<file path="src/rtl/addr_encoder_burst.sv">
// ============================================================================
// addr_encoder_burst : burst address generator with binary / Gray / bit-reverse
//                      encoding and valid/ready handshakes on both sides.
// Revision 1.0
// ============================================================================
`default_nettype none

module addr_encoder_burst #(
  parameter int ADDR_W = 12,
  parameter int LEN_W  = 4
) (
  input  logic              clk,
  input  logic              rst_n,
  input  logic              in_valid,
  output logic              in_ready,
  input  logic [ADDR_W-1:0] in_addr,
  input  logic [LEN_W-1:0]  in_len,
  input  logic [1:0]        mode,
  output logic              out_valid,
  input  logic              out_ready,
  output logic [ADDR_W-1:0] out,
  output logic              out_last,
  output logic              busy
);

  typedef enum logic {
    IDLE  = 1'b0,
    BURST = 1'b1
  } state_t;

  state_t            state_q;
  logic [ADDR_W-1:0] addr_q;
  logic [LEN_W-1:0]  beat_q;
  logic [LEN_W-1:0]  len_q;
  logic [1:0]        mode_q;
  logic [ADDR_W-1:0] out_q;
  logic              last_q;
  logic              valid_q;

  logic [ADDR_W-1:0] addr_d;
  logic [LEN_W-1:0]  beat_d;
  logic              cmd_acc;
  logic              beat_acc;

  function automatic logic [ADDR_W-1:0] enc(input logic [ADDR_W-1:0] a,
                                            input logic [1:0]        m);
    logic [ADDR_W-1:0] b;
    b = a;
    case (m)
      2'd1: b = a ^ (a >> 1);
      2'd2: begin
        for (int i = ADDR_W - 2; i >= 0; i--) begin
          b[i] = b[i+1] ^ a[i];
        end
      end
      2'd3: begin
        for (int i = 0; i < ADDR_W; i++) begin
          b[i] = a[ADDR_W-1-i];
        end
      end
      default: b = a;
    endcase
    return b;
  endfunction

  // The counter is incremented in binary; encoding is applied afterwards.
  assign addr_d   = addr_q + ADDR_W'(1);
  assign beat_d   = beat_q + LEN_W'(1);
  assign beat_acc = valid_q && out_ready;
  assign in_ready = (state_q == IDLE) || (beat_acc && last_q);
  assign cmd_acc  = in_valid && in_ready;

  assign out_valid = valid_q;
  assign out       = out_q;
  assign out_last  = last_q;
  assign busy      = (state_q == BURST);

  always_ff @(posedge clk or negedge rst_n) begin
    if (!rst_n) begin
      state_q <= IDLE;
      addr_q  <= '0;
      beat_q  <= '0;
      len_q   <= '0;
      mode_q  <= 2'd0;
      out_q   <= '0;
      last_q  <= 1'b0;
      valid_q <= 1'b0;
    end else if (cmd_acc) begin
      // Covers both the IDLE start and the back-to-back reload on the last beat.
      state_q <= BURST;
      addr_q  <= in_addr;
      beat_q  <= '0;
      len_q   <= in_len;
      mode_q  <= mode;
      out_q   <= enc(in_addr, mode);
      last_q  <= (in_len == '0);
      valid_q <= 1'b1;
    end else if (beat_acc) begin
      if (last_q) begin
        state_q <= IDLE;
        last_q  <= 1'b0;
        valid_q <= 1'b0;
      end else begin
        addr_q <= addr_d;
        beat_q <= beat_d;
        out_q  <= enc(addr_d, mode_q);
        last_q <= (beat_d == len_q);
      end
    end
  end

endmodule

`default_nettype wire

</file>
<file path="config.mk">
export PLATFORM = sky130hd
export DESIGN_NAME = addr_encoder_burst
export DESIGN_NICKNAME = d
export VERILOG_FILES = /design/src/rtl/addr_encoder_burst.sv
export SDC_FILE = /design/constraint.sdc
export NUM_CORES = 1
export LEC_CHECK = 0
export ABC_AREA = 0
export ABC_CLOCK_PERIOD_IN_PS = 5510
export CAP_MARGIN = 20
export CORE_ASPECT_RATIO = 0.7
export CORE_MARGIN = 2
export CORE_UTILIZATION = 55
export DETAILED_ROUTE_END_ITERATION = 12
export GPL_TIMING_DRIVEN = 0
export PLACE_DENSITY = 0.82
export SETUP_SLACK_MARGIN = 0.5
export SYNTH_ARGS = -nofsm -noshare
export SYNTH_HDL_FRONTEND = slang
export SYNTH_SLANG_ARGS = --single-unit
export TNS_END_PERCENT = 1
</file>
<file path="constraint.sdc">
create_clock -name clk -period 5.51 [get_ports clk]
set_input_delay 0.551 -clock clk [delete_from_list [all_inputs] [get_ports clk]]
set_output_delay 0.551 -clock clk [all_outputs]
set_load 0.01 [all_outputs]
</file>
# Yosys cells after proc, flatten, opt, wreduce, memory -nomap -nowiden
# Cells that the tools add are included.
# totals
reg_bits	36
inputBits	22
output_inout_bits	16
wordCells	70
# classes
addsub	2
n_eq_ne	8
mux	19
n_bitwise	25
reduce_logical	9
# op_table
operator	count
12-bit two-way mux	6
11-bit one-hot mux with 3 select lines	2
12-bit by 11-bit bitwise XOR with 12-bit output	2
1-bit bitwise XOR	22
12-bit by 1-bit adder with 12-bit output, second input constant	1
4-bit two-way mux	3
2-bit == test, second input constant	4
1-bit two-way mux	6
4-bit by 1-bit adder with 4-bit output, second input constant	1
2-bit by 1-bit == test with 1-bit output, second input constant	2
4-bit == test	1
4-bit logical NOT	1
1-bit one-hot mux with 2 select lines	2
2-bit AND reduction	2
2-bit nonzero test	2
1-bit logical AND	3
2-bit by 1-bit != test with 1-bit output, second input constant	1
1-bit logical OR	1
1-bit inverter	1

# Longest topological paths before layout
# logic_depth
depth_word	16
ltp_mapped	9
depth_no_buf	8

# Least setup slack after synthesis
# OpenSTA, ideal clock, no wires.
# synth_timing
path_kind	register to register
startpoint	reg addr_q[1]
endpoint	reg out_q[6], in the netlist out[6]
setup_ns	0.126
arrival_time_ns	2.367
required_time_ns	5.384
slack_ns	3.017
stages_incl_launch_ff	10
cell_sequence	dfrtp_1 > ha_1 > and3_1 > buf_2 > a211oi_1 > o21a_1 > nor2_4 > xnor3_2 > xnor2_1 > a221o_1
# synth_between
elab_chain_len	10
word_cells_on_any_way	11
# synth_lines
element	line_no	rtl
start, declared	32	logic [ADDR_W-1:0] addr_q;
start signal, assigned	91	addr_q <= in_addr;
start signal, assigned	104	addr_q <= addr_d;
12-bit by 1-bit adder with 12-bit output *	67	assign addr_d = addr_q + ADDR_W'(1);
1-bit bitwise XOR (5 in series)	53	b[i] = b[i+1] ^ a[i];
11-bit one-hot mux with 3 select lines *	49	case (m)
12-bit two-way mux *	99	if (last_q) begin
12-bit two-way mux *	98	end else if (beat_acc) begin
12-bit two-way mux *	88	end else if (cmd_acc) begin
end signal, assigned	95	out_q <= enc(in_addr, mode);
end signal, assigned	106	out_q <= enc(addr_d, mode_q);
end, declared	36	logic [ADDR_W-1:0] out_q;
# Mark *: on every way between the ends. The rest lies on a longest branch, timed or not. The select of a mux whose other input is x is not followed.
# A chain may end at the register's enable or synchronous reset.

# Worst setup path in the final report
# layout_timing
startpoint	in out_ready
endpoint	reg out_q[9], in the netlist out[9]
# layout_between
elab_chain_len	6
word_cells_on_any_way	8
# layout_lines
element	line_no	rtl
start, declared	20	input logic out_ready,
1-bit logical AND *	69	assign beat_acc = valid_q && out_ready;
1-bit logical AND	70	assign in_ready = (state_q == IDLE) || (beat_acc && last_q);
1-bit logical OR	70	
1-bit logical AND	71	assign cmd_acc = in_valid && in_ready;
2-bit by 1-bit != test with 1-bit output (no source line) / 2-bit nonzero test (equally long branches)	n/a	
2-bit AND reduction (no source line)	n/a	
# Mark *: on every way between the ends. The rest lies on a longest branch, timed or not.

==> metrics.csv <==
stage;metric;value;unit
setup_path;slowest_stage;clkdlybuf4s50_1;
power;p_comb_share;70.7;%
placement;place_hpwl;8.963;mm
timing;fin_setup_tns;0;ns
layout;antenna_cells;0;
run_status;status;completed;
setup_path;r2r_cells;8;
power;swShare;49.09;%
floorplanning;ioPinCount;38;
layout;syn_to_final_growth;13.15;%
timing;period_needed;3.079;ns
synthesis;synth.yosys.seq_area_share;24.15;%
layout;register_area;900.9;sq um
layout;num-nets-final;526;
grt;grt_pass1_wl;18.30;mm
run;drv_cap;0;
synthesis;synth_most_common_cell;nand2_1;
clock_tree;cts_setup_buffers;0;
routing;wl_per_cell;19.74;um
setup_path;end_kind;register;
floorplanning;die_x;102.4;um
synthesis;syn_inst;466;
setup_path;crit_chain;clkdlybuf4s50_1, a21bo_2, and2_0, clkbuf_1, clkbuf_1, buf_1, a31oi_1, a21oi_1;
timing;max_freq;324.8;MHz
setup_path;r2r-start;addr_q[1];
setup_path;cpMostUsedCell;clkbuf_1;
routing;antenna_left;0;
setup_path;cp-start-kind;input pin;
power;seqPwrFrac;20.7;%
clock_tree;cts-hold-fix-buffers;0;
timing;maxSlewHeadroom;41.90;%
clock_tree;cts_tree;yes;
placement;gp_congestion;0.9838;
synthesis;ys_warn_count;0;
clock_tree;clock_sinks;36;
routing;vias;3958;
grt;grt_pass1_vias;3494;
setup_path;path_max_fanout;10;
power;p_int;0.001184;W
layout;final_core_utilization;63.34;%
synthesis;yosysTopAreaCell;dfrtp_1;
layout;drive_gt1_share;10.74;%
power;peakVddDrop;357.1;uV
layout;n_fill_cell;606;
floorplanning;dieArea;0.007467;sq mm
timing;worst_clock_skew;0.009847;ns
clock_tree;cts_made_buffers;5;
synthesis;synth_top_area_share;24.15;%
setup_path;path_class;in -> reg;
synthesis;synth_edf_count;0;
placement;port_buffers;29;
clock_tree;cts.htree.levels;2;
setup_path;reg2reg_slack;2.68;ns
power;powerDensity;550.9;mW/mm^2
timing;finalCritPeriodShare;55.87;%
clock_tree;root_buffer;clkbuf_8;
clock_tree;cts_buffer_depth;2;
grt;antenna_found_initial;0;
synthesis;ys_ff_latch;36;
timing;finalSetupViolCount;0;
synthesis;synth.area.top_cells;dfrtp_1 24%, xnor2_1 5.9%, nand2_1 5.6%, a21oi_1 4.6%, o21ai_0 4.6%;
setup_path;required;5.74;ns
routing;drc;0;
grt;overflow;0;
timing;slew_viol_final;0;
routing;dr.first_iter.drc_count;464;
routing;drt-pass1-iter-count;5;
timing;rsz0062_at_grt;no;
setup_path;slowest_delay;0.57;ns
setup_path;rr_endpoint;out[1];
power;clkPwrFrac;8.6;%
floorplanning;rows;25;
synthesis;synth_ff_type;dfrtp_1;
power;leakagePower;1.730;nW
synthesis;synth_fp_nets;490;
synthesis;ys_top_cells_by_count;56 x nand2_1, 37 x nor2_1, 36 x dfrtp_1, 34 x a21oi_1, 34 x o21ai_0;
grt;grt_usage;32.05;%
setup_path;crit_arrival;3.31;ns
timing;final_hold_viol_count;0;
layout;multi_input_area;0.002571;sq mm
grt;grt_max_degree;37;
hold_path;hold_class;in -> async;
routing;wl;11.79;mm
floorplanning;core;0.006663;sq mm
clock_tree;clk_pin_slew;0.09;ns
power;power.switching;0.001141;W
synthesis;syn_area_per_cell;8.004;sq um
synthesis;async_reset_ff_share;100.0;%
floorplanning;die_y;72.90;um
floorplanning;start_util;55.98;%
timing;worst_slew_pin_slew;0.8715;ns
clock_tree;clock_latency;0.30;ns
routing;via_per_inst;6.630;
synthesis;synthDistinctLibCells;85;
clock_tree;cts_resized;0;
synthesis;syn_area;0.003730;sq mm
## sequential cells by signal, indices dropped and copies added, names as in the netlist
register and flops:
addr_q 12, out 12, beat_q 4, len_q 4, mode_q 2, out_last 1, out_valid 1
## how the worst max path moves through the flow
| stage | endpoint | start | depth (start not counted) | slack (ns) |
|---|---|---|---|---|
| after floorplan | out[6] | addr_q[1] | 9 | 3.02 |
| final | out[9] | out_ready | 8 | 2.43 |
| after detailed placement | out[9] | out_ready | 8 | 2.29 |
| after global routing | out[9] | out_ready | 8 | 2.36 |
| after CTS | out[9] | out_ready | 8 | 2.60 |
| after global placement | out[9] | out_ready | 8 | 2.25 |
## kinds of logic (layout without fill, tap and decap cells)
| family | after synthesis | in the layout | share of synthesized area (%) |
|---|---|---|---|
| compound gates | 154 | 154 | 29.45 |
| xor+xnor | 42 | 42 | 13.62 |
| fa+ha+maj | 3 | 3 | 0.9392 |
| buf+inv | 56 | 93 | 6.910 |
| flops | 36 | 36 | 24.15 |
| mux | 7 | 7 | 1.912 |
| simple gates | 168 | 168 | 23.01 |
## cell type report
type	instances	share of cell area (%)
multi-input cells	374	60.93
flip-flops and latches	36	21.35
repair buffers	29	6.760
plain buffers	42	4.862
well taps	94	2.787
clock buffers	5	1.631
inverters	14	1.245
clock inverters	3	0.4447
## placed cells by master, fill, tap and decap left out, types with 5 or more instances in the layout
cell type / count
nor2_1: 37
dfrtp_1: 36
xnor3_1: 5
clkbuf_8: 5
inv_1: 14
buf_2: 11
nor3_1: 10
clkbuf_1: 23
and3_1: 6
xor2_1: 6
a211oi_1: 6
o22ai_1: 6
nor2b_1: 5
o211ai_1: 5
xnor2_1: 25
a21oi_1: 34
mux2i_1: 6
and2_1: 5
a22oi_1: 6
clkdlybuf4s50_1: 28
o31ai_1: 9
o21ai_0: 34
a221o_1: 6
nand2_1: 56
nand3_1: 16
## layer usage
metal / up-vias / GRT usage, % / wire [um]
met5: - / 0 / 0
met4: 0 / 7.407 / 194
met3: 27 / 8.429 / 1296
met2: 262 / 46.55 / 5104
met1: 1882 / 47.62 / 5191
li1: 1787 / - / -
## worst max-delay path, delay by kind of cell
family | cells | cell delay [ns]
buffers and inverters | 4 | 2.05
AND/OR/NAND/NOR | 1 | 0.12
AO/OA/AOI/OAI | 3 | 0.58
## per-stage QoR
step           std cells  cell area, sq um  power, W  setup slack, ns  hold slack, ns
6_report             597              4220  0.002325            2.431          0.3492
5_1_grt              597              4220  0.002493            2.363          0.4305
4_1_cts              597              4220  0.002286            2.599          0.3931
3_5_place_dp         589              4133  0.002081            2.285          0.4938
3_3_place_gp         589              4138  0.002045            2.254          0.4801
2_1_floorplan        466              3730  0.001651            3.017          0.2554
## power groups by stage
stage	clock (W)	sequential, W	combinational, W
floorplan	0	0.000482	0.00117
global placement	0	0.000478	0.00157
detailed placement	0	0.000484	0.00160
CTS	0.000199	0.000479	0.00161
global route	0.000210	0.000497	0.00179
finish	0.000200	0.000481	0.00164
Note: power is estimated with default switching activity, not from simulation.
